===== config.mk =====
export PLATFORM = sky130hd
export DESIGN_NAME = dcache
export DESIGN_NICKNAME = d
export VERILOG_FILES = /design/src/rtl/dcache.sv
export SDC_FILE = /design/constraint.sdc
export NUM_CORES = 1
export LEC_CHECK = 0
export ABC_AREA = 1
export CAP_MARGIN = 5
export CORE_AREA = 2 2 187 235
export CTS_BUF_LIST = sky130_fd_sc_hd__clkbuf_2 sky130_fd_sc_hd__clkbuf_4 sky130_fd_sc_hd__clkbuf_8
export DETAILED_ROUTE_END_ITERATION = 10
export DIE_AREA = 0 0 189 237
export SLEW_MARGIN = 10
export SYNTH_ARGS = -nofsm -noshare
export SYNTH_HDL_FRONTEND = slang
export SYNTH_SLANG_ARGS = --single-unit
export TNS_END_PERCENT = 100

===== constraint.sdc =====
create_clock -name CLK -period 3.4 [get_ports CLK]
set_clock_uncertainty 0.05 [all_clocks]
set_input_delay 0.34 -clock CLK [delete_from_list [all_inputs] [get_ports CLK]]
set_output_delay 0.34 -clock CLK [all_outputs]
set_load 0.1 [all_outputs]

===== src/rtl/dcache.sv =====
// Direct-mapped write-back, write-allocate data cache: 8 lines x 4 bytes, byte-wide CPU port, 32-bit block port to memory.
// Latency: hits complete in the request cycle; a miss adds writeback (dirty only) + fetch + one FILL cycle, then retries as a hit.
// Backpressure: busywait stalls the CPU on a miss; mem_busywait holds WRITEBACK/FETCH until it reads 0 on a rising edge.
//
// Ports:
//   CLK, RESET (sync, active-low)
//   CPU side:    read, write, address[7:0], writedata[7:0] -> readdata[7:0], busywait
//   Memory side: mem_read, mem_write, mem_address[5:0], mem_writedata[31:0] <- mem_readdata[31:0], mem_busywait
module dcache (
    input  logic        CLK,
    input  logic        RESET,
    input  logic        read,
    input  logic        write,
    input  logic [7:0]  address,
    input  logic [7:0]  writedata,
    output logic [7:0]  readdata,
    output logic        busywait,
    output logic        mem_read,
    output logic        mem_write,
    output logic [5:0]  mem_address,
    output logic [31:0] mem_writedata,
    input  logic [31:0] mem_readdata,
    input  logic        mem_busywait
);

    typedef enum logic [1:0] {
        IDLE      = 2'd0,
        WRITEBACK = 2'd1,
        FETCH     = 2'd2,
        FILL      = 2'd3
    } state_t;

    state_t state;
    state_t next_state;

    // Line storage. Data and tags are not reset: valid gates every use of them.
    logic [31:0] data_arr [8];
    logic [2:0]  tag_arr  [8];
    logic [7:0]  valid;
    logic [7:0]  dirty;

    logic [2:0]  addr_tag;
    logic [2:0]  idx;
    logic [1:0]  off;
    logic [31:0] line;
    logic [7:0]  sel_byte;
    logic        hit;
    logic        req;

    assign addr_tag = address[7:5];
    assign idx      = address[4:2];
    assign off      = address[1:0];
    assign line     = data_arr[idx];
    assign sel_byte = line[{off, 3'b000} +: 8];
    assign hit      = valid[idx] && (tag_arr[idx] == addr_tag);
    assign req      = read || write;

    always_comb begin
        next_state    = state;
        busywait      = 1'b0;
        mem_read      = 1'b0;
        mem_write     = 1'b0;
        mem_address   = {addr_tag, idx};
        mem_writedata = line;
        readdata      = 8'h00;

        case (state)
            IDLE: begin
                if (req) begin
                    busywait = !hit;
                    if (!hit) begin
                        next_state = (valid[idx] && dirty[idx]) ? WRITEBACK : FETCH;
                    end
                    // read+write together is a store, so no load data is returned
                    if (read && !write && hit) begin
                        readdata = sel_byte;
                    end
                end
            end
            WRITEBACK: begin
                busywait    = 1'b1;
                mem_write   = 1'b1;
                // victim block address comes from the stored tag, not the request
                mem_address = {tag_arr[idx], idx};
                if (!mem_busywait) begin
                    next_state = FETCH;
                end
            end
            FETCH: begin
                busywait = 1'b1;
                mem_read = 1'b1;
                if (!mem_busywait) begin
                    next_state = FILL;
                end
            end
            FILL: begin
                busywait   = 1'b1;
                next_state = IDLE;
            end
            default: begin
                next_state = IDLE;
            end
        endcase
    end

    always_ff @(posedge CLK) begin
        if (!RESET) begin
            state <= IDLE;
            valid <= '0;
            dirty <= '0;
        end else begin
            state <= next_state;
            if (state == IDLE && write && hit) begin
                data_arr[idx][{off, 3'b000} +: 8] <= writedata;
                dirty[idx]                        <= 1'b1;
            end
            if (state == FILL) begin
                data_arr[idx] <= mem_readdata;
                tag_arr[idx]  <= addr_tag;
                valid[idx]    <= 1'b1;
                dirty[idx]    <= 1'b0;
            end
        end
    end

endmodule


After elaboration in Yosys (flattened, before gate mapping) --
Memory sizes are Yosys's and may differ from the RTL's. Cells that the tools add are included.
Cells by class: $lt $le $gt $ge 2, eq/ne operators 8, bitwise logic cells 36, mux-type cells 61, shift operators 3, $add $sub $neg 1, reduce and logical (&&, ||, !) cells 13
Operator list (number):
- two-way mux 8 bit | 6
- two-way mux 1 bit | 43
- two-way mux 32 bit | 1
- OR 1 bit | 32
- variable shift 8 x 7 -> 32 bit (first input constant) | 1
- variable part select 32 x 6 -> 8 bit | 1
- variable part select 8 x 7 -> 32 bit | 1
- OR 8 bit | 2
- two-way mux 2 bit | 5
- AND 8 bit | 1
- != test 2 bit (second input constant) | 4
- NOT 8 bit | 1
- one-hot mux 2 bit (4 select lines) | 1
- logical AND 1 bit | 7
- negation 5 -> 7 bit | 1
- binary-select mux 1 bit (select 3 bit) | 2
- two-way mux 6 bit | 1
- == test 2 bit (second input constant) | 2
- < comparator 3 x 4 -> 1 bit (second input constant) | 1
- AND reduction 4 bit | 1
- demux 1 bit (select 3 bit) | 1
- == test 3 bit | 1
- greater-or-equal comparator 3 x 1 -> 1 bit (second input constant) | 1
- OR reduction 3 bit | 1
- other kinds (5) | 6
Word-level totals: output and inout bits 49, memory bits (writable) 280, bits in registers 18, logic and storage cells 129, memories kept 2, input port bits 53
Memories:
- data_arr | words 8, width 32, read ports 1, clocked after memory_dff 0, write ports 1, line 37 | logic [31:0] data_arr [8];
- tag_arr | words 8, width 3, read ports 1, clocked after memory_dff 0, write ports 1, line 38 | logic [2:0] tag_arr [8];

Longest topological paths before layout --
Gate-level depths: netlist of the first run.
depth in word-level cells 9, depth in mapped cells 15, gate-level depth less buffers 13

Least setup slack after synthesis of the first run --
Ideal clock, no wire load.
path type input to output, start in address[2], end out mem_writedata[24], cell stages on the path 8, required time 3010 ps, buffers on the path 5, path slack -1120 ps, arrival 4130 ps, path through buf_6 > buf_8 > buf_6 > nand2_1 > buf_4 > buf_4 > o22ai_1 > nor4_1
Between the ends: word-level cells in the longest chain between the ends 1
Ends and longest elaborated chain:
- start, declared | line 14 | input logic [7:0] address,
- memory (8 x 32 bit)
- end, declared | line 21 | output logic [31:0] mem_writedata,
Every way passes these cells.

Final worst setup path of the first run --
start in address[3], end out readdata[0]
Between the ends: word-level cells in the longest chain between the ends 7, elaborated cells on any way between the ends 11, classes of those cells 1 x eq/ne; 1 x shift; 5 x mux; 2 x reduce/logical; 2 x memory
Ends and longest elaborated chain:
- parallel branches: the longest is 4 deep, another holds memory (8 x 32 bit)
- two-way mux 8 bit * | line 75 | if (read && !write && hit) begin
- two-way mux 8 bit * | line 69 | if (req) begin
- two-way mux 8 bit * | line 67 | case (state)
- end, declared | line 16 | output logic [7:0] readdata,
Every way passes the cells marked *. The select of a mux whose other input is x is not followed.

==> results of run 1 <==
[power breakdown]
group          switching [mW]  internal, mW  leakage (nW)
clock                    1.37          1.59         0.473
sequential             0.0187          4.14          2.72
combinational            1.25         0.562          2.88
total                    2.64          6.30          6.07
[synth_stat cells (all sizes together)]
cell type / number
nor4: 5
clkbuf: 23
buf: 38
or2: 5
nor3: 8
nand3b: 2
o21ai: 36
edfxtp: 280
o22a: 6
and3: 3
nand4: 6
o21bai: 2
nand2: 140
clkinv: 1
dfxtp: 18
nand3: 66
o211ai: 6
ha: 10
inv: 107
a21oi: 65
o22ai: 105
nor2: 148
[state kept, by name (all words and copies together) (netlist names), named ones only]
name and flops:
data_arr 256, dirty 1, state 2, tag_arr 24, valid 8
[cell type report]
cell class | count | area, sq um
fillers | 4063 | 26300
well taps | 565 | 707
multi-input cells | 613 | 3180
clock inverters | 15 | 100
repair buffers | 214 | 2420
flip-flops and latches | 298 | 8770
inverters | 108 | 415
clock buffers | 65 | 801
[worst max-delay path: stages]
cell and delay, ps:
clkdlybuf4s50_1 450, buf_4 210, nor2_4 80, nand2_1 140, buf_12 220, o22ai_1 100
nor3_1 220, nand3_1 210, o21ai_0 310, o21ai_1 110, nor2_1 290, buf_12 220
[worst min path at each step]
stage               slack [ps]  cells past startpoint           startpoint                  end
floorplan                  380                      2  dirty[7]$_SDFF_PN0_  dirty[7]$_SDFF_PN0_
global placement           390                      2                 flop                 flop
detailed placement         390                      2                 flop                 flop
CTS                        400                      2                 flop                 flop
global route               390                      5           address[4]                 flop
finish                     390                      5           address[4]                 flop
[metal layers]
metal | vias to the layer above | track usage [%] | wire, um
met5 | - | 0 | 0
met4 | 0 | 5.28 | 993
met3 | 67 | 3.44 | 2830
met2 | 395 | 25.8 | 17000
met1 | 4393 | 21.5 | 15300
li1 | 4267 | - | -
[repair_timing]
item | in CTS | in global routing
gates resized for setup | 0 | 4
hold endpoints to repair | 0 | 0
endpoints found under the setup margin | 0 | 4
[logic make-up (layout without fill, tap and decap cells)]
logic type	after synthesis	in the layout
compound gates	220	220
fa+ha+maj	10	10
flops	298	298
simple gates	383	383
buf+inv	169	402
[through the flow]
step                      setup slack, ps  cells  utilization [%]  setup TNS (ps)
after floorplan                      -624   1080                -           -1870
final                                61.6   1878             38.4               0
after global routing                 3.22   1878             38.4               0
after CTS                           0.606   1878             38.4               0
after global placement               10.0   1798             36.3               0
after detailed placement             8.82   1798             36.3               0
==> impl_results.md, run 1 <==
* Status: complete, no violations
* Longest Clk Path Bufs at 3
* Die X at around 190 um
* CTS HTree Levels at 2
* Initial core utilization at 29.7%
* DP Wirelength at 25.6 mm
* WL/cell at 19.2 um
* Max cap viols at 0
* Final min period at 3340 ps
* Core Area at 42600 sq um
* Mapped Nets at 1143
* Share of the synthesized area in the top cell type at between 60% and 70%
* Critical Path Fanout Max at 31
* CP Capture Type: output pin
* Gpl congestion at around 0.88
* Largest area contributor in the netlist: edfxtp_1
* All-layer global routing usage at 16.0%
* Syn avg cell area at 11.7 sq um
* Nets@finish at roughly 1300
* Die height at between 200 and 250 um
* Unrepaired setup endpoints after global routing: no
* Mux contribution to synthesized area at 0%
* Worst reg2reg path depth at 12
* Antenna cells at 0
* DRC viols at 0
* Yosys warns at 0
* Vias in the first global route at 9214
* DRT Pass-1 Iters at 5
* Final setup viols at 0
* # rows at 85
* Overall power at slightly below 9 mW
* Synth Cell Area at 12700 sq um
* Reg clk slew, reported paths at 60 ps
* Leakage at 6.07 nW
* Fmax at 300 MHz
* Cts hold-fix bufs at 0
* Post-route ant nets at 0
* Max Transition Viols Final at 0
* CP Launch Type: input pin
* Cell variety after synth at 36
* Post-Synth Simple-Gate Area at 13.3%
* Flops & latches, synth at 298
* Hold Crit Class: input pin to flop
* Clock latency on the worst-skew pair at 570 ps
* First-pass GRT wire length at 54.4 mm
* Commonest non-fill, non-tap cell in the layout: edfxtp_1
* Root Driver: clkbuf_8
* Global route overflow at 0
* Hold_ws at 387 ps
* Num CTS Buffers at between 40 and 50
* Share of post-route cells with drive strength above 1 at 21.9%
* Slew @ Worst Pin at 882 ps
* R2r startpoint: tag_arr[7][0]$_DFFE_PP_
* Mapped Cells at around 1100
* IO Port Bufs at 101
* CTS Sinks at 298
* Area after DPL at ~15000 sq um
* WP data arrival at 2950 ps
* Most frequent cells in the layout: edfxtp_1 (280), nand2_1 (136), nor2_1 (133)
* Die Area at 44800 sq um
* CP Launch Point: address[3]
* Final hold violation count at 0
* Relative slew margins at between 40 and 50%
* TritonCTS clock tree: built
* Reg-to-Reg End: data_arr[4][6]$_DFFE_PP_
* Sequential share of the synthesized area at 69.2%
* WS Path Type: input pin to output pin
* Routed via count at 9122
* Synth Area in Compound Gates at roughly a tenth
* Synthesis-to-finish area growth at 29.3%
* Total wire length at around 36 mm
* Setup crit end: readdata[0]
* Vias per cell at 4.86
* Final instance area at 16400 sq um
* Pwr dens at 545 nW/um^2
* Peak VDD IR at 0.267 mV
* Synth Area in XOR/XNOR at 0%
* IO Count at 102
* Initial antenna violation count at 0
* Reg2reg setup slack at 840 ps
* Top cells by area, synth: edfxtp_1 (66%), o22ai_1 (5.2%), nor2_1 (4.1%)
* Post-CTS Setup Inserts at 0
* Worst EP required at 3010 ps
* Main combinational cell family by area after synthesis: simple AND/OR/NAND/NOR gates
* Final worst path period share at 98.2%
* Adder-Cell Fraction of Synth Area at 0.987%
* Initial DRC count at 788
* Largest net degree at the start of global routing at 36
Note: power is estimated with default switching activity, not from simulation.
==> run 2, diff against run 1 <==
- SLEW_MARGIN: 10 -> unset
- clock period: 3.4 -> 3.49 ns (I/O delays scaled with it)
==> impl_results.md, run 2 (synthesis gave the netlist of run 1 again) <==
* Post-route ant nets at 0 (unchanged)
* First-pass GRT wire length at 54.5 mm (was 54.4 mm)
* Fmax at between 300 and 400 MHz
* Setup crit end: readdata[4] (was readdata[0])
* Synthesis-to-finish area growth at 27.7% (was 29.3%)
* Top reg by flops: data_arr (unchanged)
* Status: complete, no violations (unchanged)
* Critical Path Fanout Max at 29 (was 31)
* Worst reg2reg path depth at 12 (unchanged)
* Gpl congestion at 0.903 (was 0.883)
* Worst EP required at 3090 ps (was 3010 ps)
* Reg-to-Reg End: data_arr[7][0]$_DFFE_PP_ (was data_arr[4][6]$_DFFE_PP_)
* Share of post-route cells with drive strength above 1 at 20.4% (was 21.9%)
* Longest Clk Path Bufs at 3 (unchanged)
* Vias in the first global route at 9222 (was 9214)
* CTS HTree Levels at 2 (unchanged)
* Die X at 189 um (unchanged)
* R2r startpoint: tag_arr[2][0]$_DFFE_PP_ (was tag_arr[7][0]$_DFFE_PP_)
* DRC viols at 0 (unchanged)
* Top flop regs: data_arr x256, tag_arr x24, valid x8 (unchanged)
* CP max-delay cell: clkdlybuf4s50_1 (unchanged)
* Post-CTS Setup Inserts at 0 (unchanged)
* Commonest non-fill, non-tap cell in the layout: edfxtp_1 (unchanged)
* Initial core utilization at 29.7% (unchanged)
* Root Driver: clkbuf_8 (unchanged)
* Largest net degree at the start of global routing at 39 (was 36)
* Max reg flops at 256 (unchanged)
* Antenna cells at 0 (unchanged)
* Clock latency on the worst-skew pair at 550 ps (was 570 ps)
* CP delay by family, top: simple AND/OR/NAND/NOR gates (was buffers and inverters)
* Slew @ Worst Pin at 959 ps (was 882 ps)
* Util after Layout at 37.9% (was 38.4%)
* CP Launch Type: input pin (unchanged)
* CP bufs+invs at 5 (was 4)
* Initial antenna violation count at 0 (unchanged)
* # rows at 85 (unchanged)
* Final setup margin at 157 ps (was 61.6 ps)
* Routed via count at 9097 (was 9122)
* CTS Sinks at 298 (unchanged)
* Nets@finish at 1326 (was 1346)
* CP Launch Point: address[2] (was address[3])
* Max incr delay on CP at 530 ps (was 450 ps)
* Unrepaired setup endpoints after global routing: no (unchanged)
* Hold Crit Class: flop to flop (was input pin to flop)
* Most frequent cells in the layout: edfxtp_1 (280), nand2_1 (136), nor2_1 (134) (was edfxtp_1 (280), nand2_1 (136), nor2_1 (133))
* Leakage at 5.94 nW (was 6.07 nW)
* Relative slew margins at 35.9% (was 41.2%)
* CP Capture Type: output pin (unchanged)
* Pwr dens at 525 nW/um^2 (was 545 nW/um^2)
* Crit path depth at 12 (unchanged)
* Max cap viols at 0 (unchanged)
* WP data arrival at 2930 ps (was 2950 ps)
* Num CTS Buffers at 47 (was 48)
* Final TNS setup at 0 ps (unchanged)
* Die Area at 44800 sq um (unchanged)
* Global route overflow at 0 (unchanged)
* IO Count at 102 (unchanged)
* Die height at 237 um (unchanged)
* Reg clk slew, reported paths at 70 ps (was 60 ps)
* Final setup viols at 0 (unchanged)
* Peak VDD IR at 0.335 mV (was 0.267 mV)
* Reg2reg setup slack at 920 ps (was 840 ps)
* Final worst path period share at 95.5%
* CP most frequent cell: buf_12 (unchanged)
* Place WS at 43.8 ps (was 8.82 ps)
* IO Port Bufs at 101 (unchanged)
* Core Area at 42600 sq um (unchanged)
* Vias per cell at 4.89 (was 4.86)
* WS Path Type: input pin to output pin (unchanged)
* DRT Pass-1 Iters at 5 (unchanged)
* TritonCTS clock tree: built (unchanged)
* DP Wirelength at 25.4 mm (was 25.6 mm)
* Max Transition Viols Final at 0 (unchanged)
* Final hold violation count at 0 (unchanged)
* Total wire length at 36.1 mm (about the same)
* Initial DRC count at 853 (was 788)
* CP cell instances: clkdlybuf4s50_1 > buf_12 > inv_8 > nand3_2 > buf_12 > nor2_1 > nor4_1 > nand4_1 > nand3_1 > o21ai_1 > nor2_1 > buf_12 (was clkdlybuf4s50_1 > buf_4 > nor2_4 > nand2_1 > buf_12 > o22ai_1 > nor3_1 > nand3_1 > o21ai_0 > o21ai_1 > nor2_1 > buf_12)
* Final min period at ~3300 ps
* All-layer global routing usage at 16.0% (about the same)
* WL/cell at 19.4 um (was 19.2 um)
[run 2: per-layer routing]
layer | vias to the layer above | track usage, % | routed length [um]
met1 | 4393 | 21.5 | 15300
met5 | - | 0 | 0
met3 | 51 | 3.41 | 3080
met4 | 0 | 4.55 | 779
li1 | 4226 | - | -
met2 | 427 | 26.3 | 16900
[run 2: worst min-delay path by stage]
stage,startpoint,slack [ps],endpoint,depth (start not counted)
final,flop,400,flop,2
after global routing,dirty[7]$_SDFF_PN0_,420,dirty[7]$_SDFF_PN0_,2
after CTS,dirty[7]$_SDFF_PN0_,400,dirty[7]$_SDFF_PN0_,2
after detailed placement,flop,390,flop,2
after global placement,dirty[7]$_SDFF_PN0_,390,dirty[7]$_SDFF_PN0_,2
after floorplan,dirty[7]$_SDFF_PN0_,380,dirty[7]$_SDFF_PN0_,2
[run 2: cell type report]
type                            instances  area [sq um]
Clock inverter                         22           101
Clock buffer                           60           744
Sequential cell                       298          8770
Multi-Input combinational cell        613          3180
Inverter                              108           415
Tap cell                              565           707
Timing Repair Buffer                  195          2270
Fill cell                            4085         26500
[run 2: worst reg2reg max path, delay by kind of cell, from the launching register on]
| family | cells | cell delay (ps) |
|---|---|---|
| compound gates | 2 | 490 |
| buf+inv | 2 | 260 |
| flops | 1 | 370 |
| simple gates | 8 | 1120 |
[run 2: timing repair]
action | CTS | global route
gates resized for setup | 0 | 3
endpoints found under the hold margin | 0 | 0
hold buffers | 0 | 0
endpoints found under the setup margin | 0 | 7
[run 2: through the flow]
step | total power, mW | instance area, sq um | std cells | hold WS, ps
final | 8.50 | 16200 | 1861 | 398
after floorplan | 5.17 | 12700 | 1080 | 375
after CTS | 8.57 | 16200 | 1861 | 399
after detailed placement | 5.86 | 15300 | 1779 | 389
after global routing | 8.83 | 16200 | 1861 | 423
after global placement | 5.85 | 15300 | 1779 | 386
[run 2: power by group]
part,internal (mW),switching (mW),total [mW],leakage [nW]
clock,1.39,1.32,2.71,0.442
combinational,0.527,1.21,1.73,2.78
sequential,4.03,0.0188,4.05,2.72
